`src/rtl/gost_cbc_sched.sv`:
```
// gost_cbc_sched: round-robin CBC scheduler sharing one gost_enc core between
// N_CH requesters, with per-channel chaining IVs.
// Optional watchdog abort when GOST_SCHED_WATCHDOG_EN is defined.
// Ports:
//   clk, reset_n                  clock, synchronous active-low reset
//   req_valid/req_data/req_ack    per-channel plaintext requests and latch ack
//   resp_valid/resp_ch/resp_data  ciphertext response pulse
//   iv_load/iv_ch/iv_value        direct IV overwrite
//   busy                          high while a block is in flight
//   core_start/core_din           drive to gost_enc
//   core_dout/core_done           return from gost_enc
//   err_timeout                   watchdog abort pulse (0 without watchdog)
module gost_cbc_sched #(
    parameter int unsigned  N_CH    = 4,
    parameter logic [127:0] IV_INIT = 128'h00112233445566778899aabbccddeeff,
    parameter int unsigned  TIMEOUT = 64
) (
    input  logic                clk,
    input  logic                reset_n,
    input  logic [N_CH-1:0]     req_valid,
    input  logic [N_CH*128-1:0] req_data,
    output logic [N_CH-1:0]     req_ack,
    output logic                resp_valid,
    output logic [2:0]          resp_ch,
    output logic [127:0]        resp_data,
    input  logic                iv_load,
    input  logic [2:0]          iv_ch,
    input  logic [127:0]        iv_value,
    output logic                busy,
    output logic                core_start,
    output logic [127:0]        core_din,
    input  logic [127:0]        core_dout,
    input  logic                core_done,
    output logic                err_timeout
);

    typedef enum logic {S_IDLE, S_WAIT} state_t;

    state_t              r_state;
    logic [127:0]        r_iv [0:7];
    logic [2:0]          r_ptr;
    logic [2:0]          r_cur;
    logic [N_CH-1:0]     r_ack;
    logic                r_rv;
    logic [2:0]          r_ch;
    logic [127:0]        r_rd;
    logic                r_busy;
    logic                r_start;
    logic [127:0]        r_din;

    // Requests padded to the 8-channel maximum so 3-bit indices are exact.
    logic [7:0]          w_rv;
    logic [1023:0]       w_rd;
    logic                w_any;
    logic [2:0]          w_gnt;
    logic [7:0]          w_oh;

    assign w_rv = 8'(req_valid);
    assign w_rd = 1024'(req_data);
    assign w_oh = 8'(1) << w_gnt;

    // Scan from pointer+1 with wrap; iterating downward lets the nearest
    // requester overwrite any farther one.
    always_comb begin
        w_any = 1'b0;
        w_gnt = '0;
        for (int unsigned k = N_CH; k >= 1; k--) begin
            if (w_rv[3'((32'(r_ptr) + k) % N_CH)]) begin
                w_any = 1'b1;
                w_gnt = 3'((32'(r_ptr) + k) % N_CH);
            end
        end
    end

`ifdef GOST_SCHED_WATCHDOG_EN
    localparam int unsigned CW = $clog2(TIMEOUT + 1);
    logic [CW-1:0] r_cnt;
    logic          r_to;
    assign err_timeout = r_to;
`else
    logic w_unused_timeout;
    assign w_unused_timeout = (TIMEOUT == 0);
    assign err_timeout = 1'b0;
`endif

    always_ff @(posedge clk) begin
        if (!reset_n) begin
            r_state <= S_IDLE;
            for (int i = 0; i < 8; i++) r_iv[i] <= IV_INIT;
            r_ptr   <= 3'(N_CH - 1);
            r_cur   <= '0;
            r_ack   <= '0;
            r_rv    <= 1'b0;
            r_ch    <= '0;
            r_rd    <= '0;
            r_busy  <= 1'b0;
            r_start <= 1'b0;
            r_din   <= '0;
`ifdef GOST_SCHED_WATCHDOG_EN
            r_cnt   <= '0;
            r_to    <= 1'b0;
`endif
        end else begin
            r_ack   <= '0;
            r_start <= 1'b0;
            r_rv    <= 1'b0;
`ifdef GOST_SCHED_WATCHDOG_EN
            r_to    <= 1'b0;
`endif
            // Placed before the write-back so the write-back wins a collision.
            if (iv_load && (32'(iv_ch) < N_CH))
                r_iv[iv_ch] <= iv_value;
            case (r_state)
                S_IDLE: begin
                    if (w_any) begin
                        r_din   <= r_iv[w_gnt] ^ w_rd[128*w_gnt +: 128];
                        r_start <= 1'b1;
                        r_ack   <= w_oh[N_CH-1:0];
                        r_ptr   <= w_gnt;
                        r_cur   <= w_gnt;
                        r_busy  <= 1'b1;
                        r_state <= S_WAIT;
`ifdef GOST_SCHED_WATCHDOG_EN
                        r_cnt   <= '0;
`endif
                    end
                end
                S_WAIT: begin
                    if (core_done) begin
                        r_iv[r_cur] <= core_dout;
                        r_rd        <= core_dout;
                        r_ch        <= r_cur;
                        r_rv        <= 1'b1;
                        r_busy      <= 1'b0;
                        r_state     <= S_IDLE;
                    end
`ifdef GOST_SCHED_WATCHDOG_EN
                    else if (r_cnt == CW'(TIMEOUT - 1)) begin
                        r_to    <= 1'b1;
                        r_ch    <= r_cur;
                        r_busy  <= 1'b0;
                        r_state <= S_IDLE;
                    end else begin
                        r_cnt <= r_cnt + 1'b1;
                    end
`endif
                end
                default: r_state <= S_IDLE;
            endcase
        end
    end

    assign req_ack    = r_ack;
    assign resp_valid = r_rv;
    assign resp_ch    = r_ch;
    assign resp_data  = r_rd;
    assign busy       = r_busy;
    assign core_start = r_start;
    assign core_din   = r_din;

endmodule
```
`config.mk`:
```
export PLATFORM = sky130hd
export DESIGN_NAME = gost_cbc_sched
export DESIGN_NICKNAME = d
export VERILOG_FILES = /design/src/rtl/gost_cbc_sched.sv
export SDC_FILE = /design/constraint.sdc
export NUM_CORES = 2
export LEC_CHECK = 0
export ABC_AREA = 1
export BUFFER_PORTS_ARGS = -buffer_cell sky130_fd_sc_hd__buf_2
export CORE_AREA = 5 5 408 410
export DETAILED_ROUTE_END_ITERATION = 10
export DIE_AREA = 0 0 413 415
export PLACE_DENSITY = 0.44
export SLEW_MARGIN = 20
export SYNTH_ARGS = -nofsm -noshare
export SYNTH_HDL_FRONTEND = slang
export SYNTH_SLANG_ARGS = --single-unit
```
`constraint.sdc`:
```
create_clock -name clk -period 7.1 [get_ports clk]
set_input_delay 1.065 -clock clk [delete_from_list [all_inputs] [get_ports clk]]
set_output_delay 1.065 -clock clk [all_outputs]
set_load 0.05 [all_outputs]
```
[After elaboration in Yosys (flattened, before gate mapping)]
Memories as Yosys holds them, arrays and structs flattened.
Index checks and enable logic that the tools add are counted.
Operators by class
  muxes and demuxes: 36
  equality and inequality tests: 2
  shift operators: 2
  reduce and logical (&&, ||, !) cells: 8
  $lt $le $gt $ge: 5
  bitwise operators: 4
  add/sub/neg operators: 4
Operator list (number)
  1024-bit by 11-bit variable part select with 128-bit output: 1
  128-bit 2-to-1 mux: 2
  128-bit OR reduction: 2
  128-bit bitwise XOR: 1
  1-bit 2-to-1 mux: 22
  2-bit by 4-bit less-than comparator with 1-bit output, second input constant: 4
  3-bit 2-to-1 mux: 5
  1-bit binary-select mux with 2-bit select: 4
  2-bit AND reduction: 3
  2-bit by 1-bit adder with 2-bit output, second input constant: 2
  2-bit adder, second input constant: 2
  2-bit != test, second input constant: 2
  1-bit one-hot mux with 2 select lines: 2
  1-bit by 3-bit << shifter with 4-bit output, first input constant: 1
  3-bit less-than comparator, second input constant: 1
  1-bit NOT: 3
  3-bit OR reduction: 1
  2-bit 2-to-1 mux: 1
  2-bit OR reduction: 1
  1-bit logical AND: 1
Storage, ports and cells
  memories kept: 1
  word-level logic and storage cells: 72
  register bits after elaboration: 272
  output and inout port bits: 267
  RAM bits: 1024
Memories
  r_iv: words 8, width 128, read ports 1, clocked after Yosys merged registers in 0, wr ports 8, line 40  | logic [127:0] r_iv [0:7];

[Longest topological paths before layout]
  word-level depth: 9
  depth in mapped cells: 17
  gate-level depth less buffers: 14

[Worst setup path before layout]
No wires, ideal clock.
  kind: input to register
  start: input port reset_n
  end: memory r_iv[2][0] (enable)
  buffers on the path: 3
  setup slack: 864 ps
  stages on the path: 4
  arrival: 4801 ps
  cells stage by stage: clkbuf_1 clkbuf_1 buf_1 nand3_1
RTL lines
  start: declaration: line 19  | input logic reset_n,
  end: declaration: line 40

==> impl_metrics.toml <==
[clocking]
cts_resized = 0
clk_latency_ns = 0.71
clockBufferDepth = 3
hold_buffers = 0
htree_levels = 3
cts.clk_slew.worst_paths_ns = 0.06
cts_buffers = 99
cts_setup_buffers = 0
cts_root_buf = "clkbuf_16"
cts_tree = "done"
cts.sink_count = 782

[yosys]
ys_ff_latch = 782
ys_seq_area_share_pct = 51.79
synth_top_cell_by_area = "edfxtp_1"
ys_warn_count = 0
syn_inst = 4568
synth.distinct_cells = 27
avgSynthCellArea_um2 = 8.783
synth.area.top_cells = "edfxtp_1, dfxtp_1, nand3_1"
yosysTopAreaCellShare_pct = 38.32
synth_area_um2 = 40120

[sta]
period_needed_ns = 4.288
rsz0062_at_grt = "no"
setup_ws_ns = 2.812
fin_worst_skew_ns = 0.03774
setup_viol = 0
fin_crit_sh_pct = 60.40
hold_viol = 0
slew_headroom_pct = 22.20
tns_ns = 0
slew_viol_final = 0
fmax_mhz = 233.2
whs_ns = 0.4755
worst_slew_pin_slew_ns = 1.167

[final_layout]
syn_to_final_growth_pct = 26.36
multi_input_area_um2 = 16850
layout_commonest_cell = "buf_2"
register_area_um2 = 20780
finalNetCount = 6198
drive_above_1_share_pct = 23.25
mostFrequentLayoutCells = "buf_2, nand3_1, o21ai_0"
post-route-util_pct = 31.29
fill_cells = 17240

[placed_design]
io_buffers = 1043
dp_slack_ns = 1.907
gp_congestion = 0.8410
hpwl_um = 139300

[detailed_routing]
routedWlPerCell_um = 26.13
viasPerCell = 4.827
drt_wl_total_um = 202100
drt_first_pass_iters = 7
route.detailed.drc = 0
first_iter_violations = 3308
ant_nets = 0
route.vias.total = 37340

[worst_setup_path]
critPathMaxFanout = 70
cp-end-kind = "flop"
crit_path_start_kind = "input pin"
path_cells = "buf_6 > inv_6 > nor2_2 > inv_6 > nor3_4 > inv_4 > nand3_4 > buf_12"
worst_path_max_delay_cell = "nor3_4"
path_class = "in -> reg"
slowest_delay_ns = 0.62
crit_required_ns = 7.43
crit_path_frequent_cell = "inv_6"
worstPathArrival_ns = 4.62

[die]
fp-row-count = 148
ios = 1046
die_area_um2 = 171400
die_x_um = 413
die_h_um = 415
start_util_pct = 24.76
core_area_um2 = 162000

[global_route]
antenna_found_initial = 101
first_global_vias = 35560
grt_start_max_net_pins = 128
grt_usage_pct = 22.55
grt_pass1_wl_um = 279100
globalRouteOverflowTotal = 0

[status]
status = "finished, final reports clean"

[power]
leakage_nw = 20.44
ir_drop_mv = 0.3953
p_per_area_nw_per_um2 = 365.8

[run]
maxCapViolCount = 0

[worst_hold_path]
min_path_type = "reg -> reg"
-- state kept, by name, indices dropped and copies added, names as in the netlist --
register    cells
r_cur           2
resp_data     128
resp_valid      1
r_ptr           2
core_din      128
busy            1
resp_ch         2
req_ack         4
core_start      1
r_iv          512
r_state         1
-- layer usage --
layer	global-route usage, %	wire length (µm)	share of wire [%]
met1	28.56	82750	41
met2	37.92	96740	48
met3	5.579	16540	8.2
met4	6.695	5635	2.8
met5	0	420	0.21
-- logic make-up after synthesis --
logic type	Yosys count	synth area share, %
flip-flops	782	51.79
AND/OR/NAND/NOR	1796	19.94
AO/OA/AOI/OAI	842	10.52
XOR/XNOR	512	11.18
other	1	0.009347
buffers and inverters	635	6.565
-- layout make-up --
class	instances	area share (%)
well taps	2175	5.368
flip-flops and latches	782	40.99
diodes	54	0.2666
inverters	283	2.189
clock inverters	60	1.155
multi-input cells	3152	33.24
clock buffers	127	5.255
repair buffers	1101	11.54
-- synthesized netlist by cell type, drive strengths merged --
master and number:
nand3 973, o21ai 772, edfxtp 512, xnor2 512
nand2 483, nor2 333, inv 283, dfxtp 270
buf 178, clkbuf 174, a21oi 68, nor3 7
conb 1, o22ai 1, o311ai 1
-- path summary, 6_finish.rpt --
path                                     from             to  slack [ns]  cells past startpoint
worst max register to register        r_state    r_iv[3][64]        2.94                      7
worst min-delay path            resp_data[68]  resp_data[68]        0.48                      2
worst min register to register  resp_data[68]  resp_data[68]        0.48                      2
worst max-delay path                  reset_n    r_iv[3][64]        2.81                      8
-- worst max-delay path: cells and delay by family --
kind / cells / cell delay, ns
and+or+nand+nor: 3 / 1.44
buffers and inverters: 5 / 1.62
-- report_power, final --
| part | internal [mW] | total, mW | switching, mW |
|---|---|---|---|
| Sequential | 5.46 | 5.79 | 0.327 |
| Combinational | 2.01 | 7.61 | 5.60 |
| Clock | 2.96 | 5.15 | 2.19 |
| Total | 10.4 | 18.5 | 8.12 |
-- through the flow --
step                      cell area, µm²  instances  power [mW]
after CTS                          50560       7680       18.75
after detailed placement           47310       7493       13.56
after global routing               50620       7703       19.54
after global placement             47310       7493       13.52
after floorplan                    40120       4569       10.96
final                              50690       7734       18.54
Power figures use the tool's default switching activity.
